**src/rtl/dlc_bank_ctrl.sv**
```systemverilog
// dlc_bank_ctrl: round-robin arbiter and strobe sequencer for a shared bank of gated latches.
// Define DLC_BANK_CLR_EN to compile in the bank clear path (CLR_REQ, LAT_CLEAR, CLR_DONE).
module dlc_bank_ctrl #(
  parameter int NREQ      = 2,
  parameter int NLAT      = 4,
  parameter int W         = 8,
  parameter int AW        = 4,
  parameter int SETUP_CYC = 1,
  parameter int GATE_CYC  = 2,
  parameter int HOLD_CYC  = 1,
  parameter int CLR_CYC   = 2
) (
  input  logic                 CLK,
  input  logic                 RESETN,
  input  logic [NREQ-1:0]      REQ,
  input  logic [NREQ*AW-1:0]   REQ_ADDR,
  input  logic [NREQ*W-1:0]    REQ_DATA,
  output logic [NREQ-1:0]      ACK,
  input  logic                 CLR_REQ,
  output logic                 CLR_DONE,
  output logic [W-1:0]         LAT_D,
  output logic [NLAT-1:0]      LAT_G,
  output logic                 LAT_CLEAR,
  output logic                 BUSY
);

  localparam int PW = (NREQ > 2) ? 2 : 1;
  localparam int CW = 8;

  typedef enum logic [2:0] {IDLE, SETUP, GATE, HOLD, ACKW, CLEAR, CDONE} state_e;

  state_e        state_q, state_d;
  logic [CW-1:0] cnt_q, cnt_d;
  logic [PW-1:0] rrPtr_q, rrPtr_d;
  logic [PW-1:0] grant_q, grant_d;
  logic [AW-1:0] addr_q, addr_d;
  logic [W-1:0]  data_q, data_d;
  logic          clrPend_q, clrPend_d;
  logic          clrReq;
  logic          clrSeen;
  logic          anyReq;
  logic [PW-1:0] pick;
  logic [AW-1:0] pickAddr;
  logic [W-1:0]  pickData;
  int            bestDist;

`ifdef DLC_BANK_CLR_EN
  assign clrReq = CLR_REQ;
`else
  logic unusedClrReq;
  assign unusedClrReq = CLR_REQ;
  assign clrReq       = 1'b0;
`endif

  // A raw CLR_REQ seen in IDLE counts as pending, so a clear beats a write arriving on the same edge.
  assign clrSeen = clrPend_q | clrReq;

  always_comb begin
    pick     = '0;
    pickAddr = '0;
    pickData = '0;
    anyReq   = 1'b0;
    bestDist = NREQ;
    for (int i = 0; i < NREQ; i++) begin
      if (REQ[i] && (((i - int'(rrPtr_q) + NREQ) % NREQ) < bestDist)) begin
        bestDist = (i - int'(rrPtr_q) + NREQ) % NREQ;
        pick     = PW'(i);
        pickAddr = REQ_ADDR[i*AW +: AW];
        pickData = REQ_DATA[i*W +: W];
        anyReq   = 1'b1;
      end
    end
  end

  always_comb begin
    state_d   = state_q;
    cnt_d     = cnt_q;
    rrPtr_d   = rrPtr_q;
    grant_d   = grant_q;
    addr_d    = addr_q;
    data_d    = data_q;
    clrPend_d = clrPend_q | clrReq;
    case (state_q)
      IDLE: begin
        if (clrSeen) begin
          state_d   = CLEAR;
          cnt_d     = '0;
          clrPend_d = 1'b0;
        end else if (anyReq) begin
          state_d = SETUP;
          cnt_d   = '0;
          grant_d = pick;
          addr_d  = pickAddr;
          data_d  = pickData;
        end
      end
      SETUP: begin
        if (cnt_q == CW'(SETUP_CYC - 1)) begin
          state_d = GATE;
          cnt_d   = '0;
        end else begin
          cnt_d = cnt_q + 1'b1;
        end
      end
      GATE: begin
        if (cnt_q == CW'(GATE_CYC - 1)) begin
          state_d = HOLD;
          cnt_d   = '0;
        end else begin
          cnt_d = cnt_q + 1'b1;
        end
      end
      HOLD: begin
        if (cnt_q == CW'(HOLD_CYC - 1)) begin
          state_d = ACKW;
          cnt_d   = '0;
        end else begin
          cnt_d = cnt_q + 1'b1;
        end
      end
      ACKW: begin
        state_d = IDLE;
        rrPtr_d = (int'(grant_q) == NREQ - 1) ? '0 : grant_q + 1'b1;
      end
      CLEAR: begin
        if (cnt_q == CW'(CLR_CYC - 1)) begin
          state_d = CDONE;
          cnt_d   = '0;
        end else begin
          cnt_d = cnt_q + 1'b1;
        end
      end
      CDONE:   state_d = IDLE;
      default: state_d = IDLE;
    endcase
  end

  always_ff @(posedge CLK or negedge RESETN) begin
    if (!RESETN) begin
      state_q   <= IDLE;
      cnt_q     <= '0;
      rrPtr_q   <= '0;
      grant_q   <= '0;
      addr_q    <= '0;
      data_q    <= '0;
      clrPend_q <= 1'b0;
    end else begin
      state_q   <= state_d;
      cnt_q     <= cnt_d;
      rrPtr_q   <= rrPtr_d;
      grant_q   <= grant_d;
      addr_q    <= addr_d;
      data_q    <= data_d;
      clrPend_q <= clrPend_d;
    end
  end

  // Out-of-range addresses match no gate bit, so the sequence runs with LAT_G all zero.
  always_comb begin
    for (int i = 0; i < NREQ; i++) ACK[i] = (state_q == ACKW) && (int'(grant_q) == i);
    for (int n = 0; n < NLAT; n++) LAT_G[n] = (state_q == GATE) && (int'(addr_q) == n);
  end

  assign LAT_D = data_q;
  assign BUSY  = (state_q != IDLE);

`ifdef DLC_BANK_CLR_EN
  assign LAT_CLEAR = (state_q == CLEAR);
  assign CLR_DONE  = (state_q == CDONE);
`else
  assign LAT_CLEAR = 1'b0;
  assign CLR_DONE  = 1'b0;
`endif

endmodule
```
**config.mk**
```make
export PLATFORM = sky130hd
export DESIGN_NAME = dlc_bank_ctrl
export DESIGN_NICKNAME = d
export VERILOG_FILES = /design/src/rtl/dlc_bank_ctrl.sv
export SDC_FILE = /design/constraint.sdc
export NUM_CORES = 1
export LEC_CHECK = 0
export CAP_MARGIN = 20
export CORE_MARGIN = 2
export CORE_UTILIZATION = 47
export CTS_CLUSTER_DIAMETER = 80
export DETAILED_ROUTE_END_ITERATION = 6
export GPL_TIMING_DRIVEN = 0
export PLACE_DENSITY = 0.8
export SLEW_MARGIN = 15
export SYNTH_ARGS = -nofsm -noshare
export SYNTH_HDL_FRONTEND = slang
export SYNTH_SLANG_ARGS = --single-unit
```
**constraint.sdc**
```tcl
create_clock -name CLK -period 1.9 [get_ports CLK]
set_clock_uncertainty 0.1 [all_clocks]
set_input_delay 0.285 -clock CLK [delete_from_list [all_inputs] [get_ports CLK]]
set_output_delay 0.285 -clock CLK [all_outputs]
set_load 0.01 [all_outputs]
```
==> reports/results.txt <==
The flow ran to the end, but the final reports show violations. The final reports fail on negative setup slack. Setup violations remaining at the end of the flow were counted as 4.

Count of port buffers added during placement: 42. During synthesis, Yosys emitted a total of 0 warnings. Grouping stages by cell kind, the critical path spends the most delay in simple AND/OR/NAND/NOR gates. The global-route wire length before repair was 5.82 mm.

The number of violations of the max-capacitance limit is 0. In the routed design, unresolved DRC markers number 0. In this run the core area contains 20 standard-cell rows. The clock drives 25 sinks.

Synthesis instantiated 41 different standard cells from the library. The utilization after layout was 68.2%. The number of antenna violations at the first check in global routing came out at 0.

In the final layout, flip-flops and latches occupy 626 µm². The logs give 1520 µm² for the post-synthesis instance area and 0.624 mV for the largest vdd supply drop. In this run the number of cells on the critical path is 5.

In this run the static leakage power is 0.885 nW. Hold timing on the final database bottoms out at a slack of 0.150 ns. Number of enable-type register cells in the synthesized netlist: 0. From synthesis to final layout, the design area changed by 37.9%.

For this run, the leading register cell type out of synthesis is sky130_fd_sc_hd__dfrtp_1. TritonCTS built the clock tree. The iteration-0 DRC count of the detailed router is 63, and the aggregate global-route resource usage is 21.0%.

Type of the worst setup path: reg2out. The share of synthesized registers carrying an async set or reset is 100%. Clock-pin slew was measured on the worst setup and hold paths at 0.13 ns. The maximum number of buffers from clock root to sink is 2. The detailed-placement wirelength estimate came out at 2.79 mm. The repair_antennas step left the layout with diodes totalling 0. Sequential elements use 41.1% of the synthesized area. Entering global routing, the biggest net connects 18 pins. After technology mapping, the gate count stands at 162. Traced cell by cell, the critical path runs through buf_6 -> nor4_4 -> nand2_2 -> nor3b_2 -> buf_2. The fraction of final layout cells with drive strength greater than 1 is 19.5%, and the final cycle utilization of the critical path is 106%. The detailed-route wire length is 3.74 mm, and the cell area after layout is 2100 µm².

The tools report the root cell of the clock tree as sky130_fd_sc_hd__clkbuf_4. The peak per-stage delay on the critical path is 0.41 ns, and the number of hold-repair buffers added at the cts stage is 0. The synthesized design spends more area on one cell type than any other, namely sky130_fd_sc_hd__dfrtp_1.

46 I/O pins were placed. The design draws 2.94 mW. For the post-layout net count, the log shows 248. After global routing the overflow that remains totals 0.

The slowest cell on the critical path is sky130_fd_sc_hd__dfrtp_1. The average wire length per cell after detail routing is 14.5 µm. The run gives 0 as the residual antenna-violating net count after detailed routing. For the final hold violation count, the log shows 0.

The number of vias per cell is 5.34, and the area share of the largest cell type after synthesis is 41.1%. The region available for standard cell placement spans 3080 µm². Category of the worst setup path launch point: a flip-flop. The die is 60.9 µm wide. The highest fanout seen on the critical path was 5. Derived from the worst setup path, the maximum achievable clock frequency is 0.497 GHz.

The post-route worst setup slack was -0.111 ns. Counting cells, the worst reg-to-reg path comes to 6. After filler insertion, the fill cell instance count of the layout stands at 252. By area the synthesized netlist is led by sky130_fd_sc_hd__dfrtp_1 (41%), sky130_fd_sc_hd__a211oi_1 (5.9%), sky130_fd_sc_hd__o21bai_1 (5.9%). The worst setup path is captured at an output port. The initial cell density of the core is 49.4%. The number of buffers and inverters on the critical path is 2. By count the netlist is led by sky130_fd_sc_hd__dfrtp_1 (25), sky130_fd_sc_hd__nor2_1 (17), sky130_fd_sc_hd__a21oi_1 (16).

At the worst endpoint, the required time is 1.51 ns. The post-synthesis average cell area works out to 9.39 µm². The vertical extent of the die was 60.9 µm. Total CTS buffers: 3. The path class of the tightest hold or removal check is in2async. For this design the ratio of total power to cell area is 1400 nW/µm². The tools report the number of max-slew violations in the final report as 0. The maximum level of the CTS H-tree came out at 1. STA puts the critical path data arrival time at 1.63 ns. The full die area is 3710 µm², and the number of vias in the routed layout is 1,384. Clock latency on the worst-skew pair: 0.32 ns. The post-place instance area is 2020 µm², and the final critical delay including setup and external delays is 2.01 ns. Before antenna repair, the detailed router went through 4 iterations. Setup repair after global routing could not meet its margin everywhere.

Routability-driven placement finished with a final weighted congestion of 0.704. sky130_fd_sc_hd__dfrtp_1 is the most common cell in the netlist. Synthesis inferred 25 register bits.

The multi-input combinational cells in the finished layout cover a total of 855 µm². For the via count of the first global-routing pass, the log shows 1,365. At the placement stage, the worst setup path has a slack of -0.327 ns.
## cells in the final DEF (no fill, tap or decap), types with 3 or more instances in the layout
cell type / n
sky130_fd_sc_hd__a21oi_1: 16
sky130_fd_sc_hd__buf_2: 6
sky130_fd_sc_hd__o21ai_0: 6
sky130_fd_sc_hd__dfrtp_1: 25
sky130_fd_sc_hd__clkbuf_1: 5
sky130_fd_sc_hd__nor2_1: 16
sky130_fd_sc_hd__nand2_1: 5
sky130_fd_sc_hd__ha_1: 3
sky130_fd_sc_hd__o21bai_1: 12
sky130_fd_sc_hd__a211oi_1: 12
sky130_fd_sc_hd__clkdlybuf4s50_1: 35
sky130_fd_sc_hd__buf_6: 4
sky130_fd_sc_hd__nand3_1: 3
sky130_fd_sc_hd__inv_1: 5
sky130_fd_sc_hd__nand2b_1: 3
sky130_fd_sc_hd__nor3b_2: 3
sky130_fd_sc_hd__buf_4: 7
sky130_fd_sc_hd__and3_1: 3
sky130_fd_sc_hd__clkbuf_4: 3
sky130_fd_sc_hd__a211o_1: 3
sky130_fd_sc_hd__nor3_1: 5
## path summary, 6_finish.rpt
check | start | to | slack, ns
worst max register to register | state_q[0]$_DFFE_PN0P_ | addr_q[0]$_DFFE_PN0P_ | 0.09
worst max-delay path | state_q[0]$_DFFE_PN0P_ | LAT_G[1] | -0.11
worst min register to register | LAT_D[7]$_DFFE_PN0P_ | LAT_D[7]$_DFFE_PN0P_ | 0.46
min in group CLK | LAT_D[7]$_DFFE_PN0P_ | LAT_D[7]$_DFFE_PN0P_ | 0.46
max in group asynchronous | RESETN | addr_q[3]$_DFFE_PN0P_ | 1.08
worst min-delay path | RESETN | cnt_q[7]$_DFFE_PN0P_ | 0.15
## metal layers
metal | part of all wire [%] | vias to the layer above | global-route usage (%)
met3 | 6.0 | 5 | 5.12
met2 | 52 | 35 | 39.2
li1 | - | 688 | -
met5 | 0 | - | 0
met4 | 1.1 | 0 | 4.66
met1 | 41 | 656 | 24.0
## per-stage QoR
step	cells	setup TNS (ns)
floorplan	163	0
finish	259	-0.283
detailed placement	250	-1.65
global route	259	-0.713
global placement	249	-1.12
CTS	255	-0.272
## what timing repair did
action | CTS | global route
resized for setup | 25 | 12
setup buffers | 1 | 4
pin swaps | 4 | 3
endpoints found under the setup margin | 7 | 7
## cell type report
type                       instances  area share (%)
timing repair buffer              48            20.9
clock buffer                       4            1.25
buffer                            11            3.82
multi-input combinational        122            40.7
inverter                           5           0.894
sequential                        25            29.8
tap                               44            2.62
## power breakdown
group | internal, mW | switching (mW) | total, mW
clock | 0.0823 | 0.160 | 0.242
sequential | 0.748 | 0.200 | 0.948
combinational | 0.861 | 0.885 | 1.75
## cells by family after synthesis
| kind of cell | share of synthesized area, % |
|---|---|
| flip-flops | 41.1 |
| buffers and inverters | 6.25 |
| adder cells (fa/ha/maj) | 2.47 |
| AO/OA/AOI/OAI | 26.2 |
| multiplexers | 2.47 |
| AND/OR/NAND/NOR | 21.2 |
| other | 0.246 |
## registers in the layout, summed over array words and instances (netlist names)
signal	flops
addr_q	4
cnt_q	8
LAT_D	8
grant_q	1
state_q	3
rrPtr_q	1
No activity file was read; power rests on OpenSTA's default activity.
==> RTL change 1 (same settings) <==
The option `DLC_BANK_CLR_EN` is turned on by a define.
--- a/src/rtl/dlc_bank_ctrl.sv
+++ b/src/rtl/dlc_bank_ctrl.sv
@@ -1,5 +1,7 @@
 // dlc_bank_ctrl: round-robin arbiter and strobe sequencer for a shared bank of gated latches.
 // Define DLC_BANK_CLR_EN to compile in the bank clear path (CLR_REQ, LAT_CLEAR, CLR_DONE).
+`define DLC_BANK_CLR_EN
+
 module dlc_bank_ctrl #(
   parameter int NREQ      = 2,
   parameter int NLAT      = 4,
Check against the original RTL: not equivalent (Yosys sat finds a counterexample within 4 cycles, from zero or initial values and one cycle with RESETN low).
==> RTL change 1 against the unedited design <==
The flow still finishes with violations (negative setup slack); cell area increased by 18%; largest cell class unchanged; sequential power decreased by 0.8%; sequential cell count increased by 1; highest routed layer unchanged; global-route usage increased by 4.6 points; first-iteration DRC count increased by 130%; worst setup slack got worse by 0.066 ns; power increased by 13%; routed wire length increased by 43%; count of clock-buffer cells in the layout decreased by 1; maximum frequency decreased by 3.2%; largest power group unchanged; synthesized area increased by 3.9%; critical endpoint is now LAT_G[0]; combinational power increased by 12%.
==> RTL change 1: results (changes against the unedited design) <==
vias_per_cell: 5.74  # was 5.34
synth_commonest_cells: "dfrtp_1 (26), nand2_1 (21), o21ai_1 (18)"  # was dfrtp_1 (25), nor2_1 (17), a21oi_1 (16)
setup_viol: 16  # was 4
grt_pass1_wl_mm: 7.28  # was 5.82 mm
globalRouteMet2Util: 0.442  # was 0.392
route.met2.wl_mm: 2.78  # was 1.94 mm
grt_max_degree: 17  # was 18
cp_max_fo: 4  # was 5
drt-pass1-iter-count: 5  # was 4
wl_per_cell_um: 18.2  # was 14.5 µm
status: "complete, but fails checks"  # unchanged
ys_types: 40  # was 41
cp-endpoint: "LAT_G[0]"  # was LAT_G[1]
grt_use_met1: 0.336  # was 0.240
use_met3: 0.0269  # was 0.0512
r2r_end: "state_q[2]$_DFFE_PN0P_"  # was addr_q[0]$_DFFE_PN0P_
cts.htree.levels: 1  # unchanged
cts.clk_slew.worst_paths_ns: 0.16  # was 0.13 ns
reg2regPathDepth: 7  # was 6
yosys-top-cells-area: "dfrtp_1 (41%), mux2i_1 (8.2%), o21ai_1 (5.7%)"  # was dfrtp_1 (41%), a211oi_1 (5.9%), o21bai_1 (5.9%)
grt_pass1_vias: 1623  # was 1365
postLayoutSetupSlackWorst_ns: -0.176  # was -0.111 ns
regToRegSetupSlack_ns: -0.11  # was 0.09 ns
drtIter0Drc: 142  # was 63
final_nets: 281  # was 248
insertion_delay_ns: 0.35  # was 0.32 ns
hpwlAfterDp_mm: 3.04  # was 2.79 mm
gp_congestion: 0.818  # was 0.704
met1_length_mm: 2.09  # was 1.53 mm
io_buffers: 45  # was 42
met3_length_um: 265  # was 224 µm
setup_tns_ns: -0.680  # was -0.283 ns
drive_gt1_frac: 0.339  # was 0.195
irDropWorstVdd_uv: 832  # was 624 µV
fillCellCount: 205  # was 252
seq_area_frac_synth: 0.412  # was 0.411
violations: "negative setup slack"  # unchanged
cp-startpoint: "state_q[1]$_DFFE_PN0P_"  # was state_q[0]$_DFFE_PN0P_
-- RTL change 1: cell count changes after synthesis, sizes merged, moves of 4 or more --
| cell | delta |
|---|---|
| o21ai | +17 |
| nand2 | +15 |
| a211oi | -13 |
| mux2i | +13 |
| a21oi | -11 |
| and2 | +11 |
| o21bai | -11 |
| nor2 | -10 |
| inv | +4 |
-- RTL change 1: through the flow --
stage               instances  instance area [µm²]   util  setup slack [ns]
floorplan                 170                 1580      -            0.0361
global placement          261                 2090  0.636            -0.311
detailed placement        262                 2100  0.640            -0.335
CTS                       284                 2310  0.704            -0.114
global route              294                 2480  0.755            -0.226
finish                    294                 2480  0.755            -0.176
-- RTL change 1: power by group --
group | internal, mW | switching (mW)
combinational | 0.959 | 0.997
clock | 0.214 | 0.195
sequential | 0.764 | 0.176
total | 1.94 | 1.37
-- RTL change 1: final cells by class --
class                   count  share of cell area
repair buffers             74               0.264
plain buffers               7              0.0217
flip-flops and latches     26               0.265
multi-input cells         128               0.392
well taps                  46              0.0232
clock buffers               3             0.00909
clock inverters             1              0.0121
inverters                   9              0.0136
-- RTL change 1: timing repair --
action,4_1_cts,5_1_grt
setup endpoints to repair,19,30
setup buffers,18,10
endpoints found under the hold margin,0,0
gates resized for setup,45,25
pin swaps,8,12
-- RTL change 1: critical path, delay by kind of cell, from the launching register on --
family | cells | cell delay, ns
simple gates | 2 | 0.62
flops | 1 | 0.41
buf+inv | 2 | 0.32
-- RTL change 1: cells by family after synthesis --
group | Yosys count | share of synthesized area
AOI/OAI and AO/OA | 44 | 0.186
xor gates and xnor gates | 1 | 0.00554
and+or+nand+nor | 67 | 0.249
DFF | 26 | 0.412
buffers and inverters | 16 | 0.0420
muxes | 13 | 0.0823
adders and majority gates | 3 | 0.0238
==> RTL change 2 (config.mk and constraints unchanged) <==
Made on the original files. `addr_q` and `data_q` no longer have a reset.
--- a/src/rtl/dlc_bank_ctrl.sv
+++ b/src/rtl/dlc_bank_ctrl.sv
@@ -141,18 +141,19 @@
       cnt_q     <= '0;
       rrPtr_q   <= '0;
       grant_q   <= '0;
-      addr_q    <= '0;
-      data_q    <= '0;
       clrPend_q <= 1'b0;
     end else begin
       state_q   <= state_d;
       cnt_q     <= cnt_d;
       rrPtr_q   <= rrPtr_d;
       grant_q   <= grant_d;
-      addr_q    <= addr_d;
-      data_q    <= data_d;
       clrPend_q <= clrPend_d;
     end
+  end
+
+  always_ff @(posedge CLK) begin
+    addr_q <= addr_d;
+    data_q <= data_d;
   end
 
   // Out-of-range addresses match no gate bit, so the sequence runs with LAT_G all zero.
Behaviour: not the same (Yosys sat finds a counterexample within 4 cycles, from zero or initial values and one cycle with RESETN low).
==> RTL change 2 against the unedited design <==
Sequential cell count did not move; critical path depth fell by 1; synthesized area fell by 9.4%; routed wire length fell by 15%; count of clock-buffer cells in the layout fell by 1; worst setup slack improved by 0.19 ns; cell area fell by 10%; non-clock buffer count fell by 8; die area fell by 8.8%; maximum frequency rose by 10%; critical path type unchanged; highest routed layer unchanged.
Power is not compared: it rests on default switching activity, and its combinational part moved more than twofold at a synthesized area within 25%.
==> RTL change 2: results (changes against the unedited design) <==
status: "completed"  # was complete, but fails checks
grt_pass1_vias: 1298  # was 1365
regToRegSetupSlack_ns: 0.11  # was 0.09 ns
antenna_cells: 0  # unchanged
gp_congestion: 0.856  # was 0.704
instances_no_fill: 230  # was 259
vias_per_cell: 5.33  # was 5.34
reg2regPathDepth: 5  # was 6
cts.htree.levels: 1  # unchanged
synth-edff-count: 12  # was 0
yosys-top-cells-area: "edfxtp_1 (26%), dfrtp_1 (24%), nand3_1 (8.7%)"  # was dfrtp_1 (41%), a211oi_1 (5.9%), o21bai_1 (5.9%)
placedCellCount: 223  # was 250
synthMuxAreaShare: 0.0236  # was 0.0247
grt_usage: 0.203  # was 0.210
place_area_mm2: 0.00184  # was 0.00202 mm²
grt_max_degree: 15  # was 18
synth-compound-area-share: 0.0962  # was 0.262
cp-endpoint: "ACK[1]"  # was LAT_G[1]
setup_tns_ns: 0  # was -0.283 ns
drtIter0Drc: 48  # was 63
met1_length_mm: 1.30  # was 1.53 mm
grt_pass1_wl_mm: 5.33  # was 5.82 mm
route.met2.wl_mm: 1.71  # was 1.94 mm
die_x_um: 58.2  # was 60.9 µm
synth_xor_area_frac: 0  # unchanged
synthCells: 149  # was 162
ys_types: 33  # was 41
met3_length_um: 135  # was 224 µm
worstPathArrival_ns: 1.44  # was 1.63 ns
r2r_end: "cnt_q[7]$_DFFE_PN0P_"  # was addr_q[0]$_DFFE_PN0P_
r2r-start: "state_q[2]$_DFFE_PN0P_"  # was state_q[0]$_DFFE_PN0P_
seq_area_frac_synth: 0.497  # was 0.411
drive_gt1_frac: 0.156  # was 0.195
fillCellCount: 221  # was 252
hpwlAfterDp_mm: 2.39  # was 2.79 mm
wl_mm: 3.19  # was 3.74 mm
synthAdderAreaFrac: 0.0272  # was 0.0247
critPathTopFamily: "flip-flops"  # was simple AND/OR/NAND/NOR gates
async_reset_ff_frac: 0.520  # was 1.00
cp_max_fo: 6  # was 5
## RTL change 2: worst min path at each step
stage / from / to / depth (start not counted)
final: RESETN / state_q[2]$_DFFE_PN0P_ / 1
after global routing: RESETN / cnt_q[0]$_DFFE_PN0P_ / 1
after CTS: RESETN / state_q[1]$_DFFE_PN0P_ / 1
after detailed placement: grant_q$_DFFE_PN0P_ / grant_q$_DFFE_PN0P_ / 2
after global placement: rrPtr_q$_DFFE_PN0N_ / rrPtr_q$_DFFE_PN0N_ / 2
after floorplan: RESETN / cnt_q[0]$_DFFE_PN0P_ / 0
## RTL change 2: repair_timing
| action | CTS | global route |
|---|---|---|
| gates resized for setup | 18 | 14 |
| endpoints found under the setup margin | 19 | 7 |
| hold buffers | 0 | 0 |
| buffers inserted | 3 | 0 |
| gates cloned | 0 | 0 |
## RTL change 2: metrics by stage
| stage | hold slack (ns) | power [mW] | setup WS [ns] |
|---|---|---|---|
| after floorplan | -0.111 | 0.618 | 0.144 |
| after global placement | 0.414 | 0.684 | -0.0726 |
| after detailed placement | 0.427 | 0.687 | -0.138 |
| after CTS | 0.233 | 0.923 | -0.0170 |
| after global routing | 0.265 | 0.949 | 0.0118 |
| final | 0.229 | 0.916 | 0.0781 |
## RTL change 2: worst reg2reg max path, cell delays in order (launching register included)
cell and delay, ns:
dfrtp_2 0.46, buf_4 0.16, nor2b_1 0.14, mux2_2 0.37, a21o_4 0.24, o311ai_2 0.24
## RTL change 2: power by group through the flow
stage                     Sequential [mW]  Combinational [mW]  Clock, mW
after floorplan                     0.582              0.0352          0
after global placement              0.582               0.102          0
after detailed placement            0.582               0.104          0
after CTS                           0.571               0.105      0.246
after global routing                0.571               0.116      0.262
final                               0.571               0.106      0.238
## RTL change 2: final cells by class
class,instances,area (µm²),area share
clock inverter,1,5.00,0.00266
clock buffer,3,22.5,0.0120
inverter,7,26.3,0.0139
tap,31,38.8,0.0206
sequential,25,688,0.365
multi-input combinational,112,659,0.350
timing repair buffer,45,413,0.219
buffer,6,31.3,0.0166
## RTL change 2: kinds of logic after synthesis
| group | Yosys count |
|---|---|
| other cells | 1 |
| simple gates | 86 |
| fa+ha+maj | 3 |
| compound gates | 18 |
| mux | 3 |
| buf+inv | 13 |
| flops | 25 |
## RTL change 2: routing by layer
| layer | up-vias | global-route usage |
|---|---|---|
| met3 | 4 | 0.0246 |
| met4 | 0 | 0.0797 |
| met1 | 568 | 0.241 |
| li1 | 620 | - |
| met5 | - | 0 |
| met2 | 34 | 0.370 |
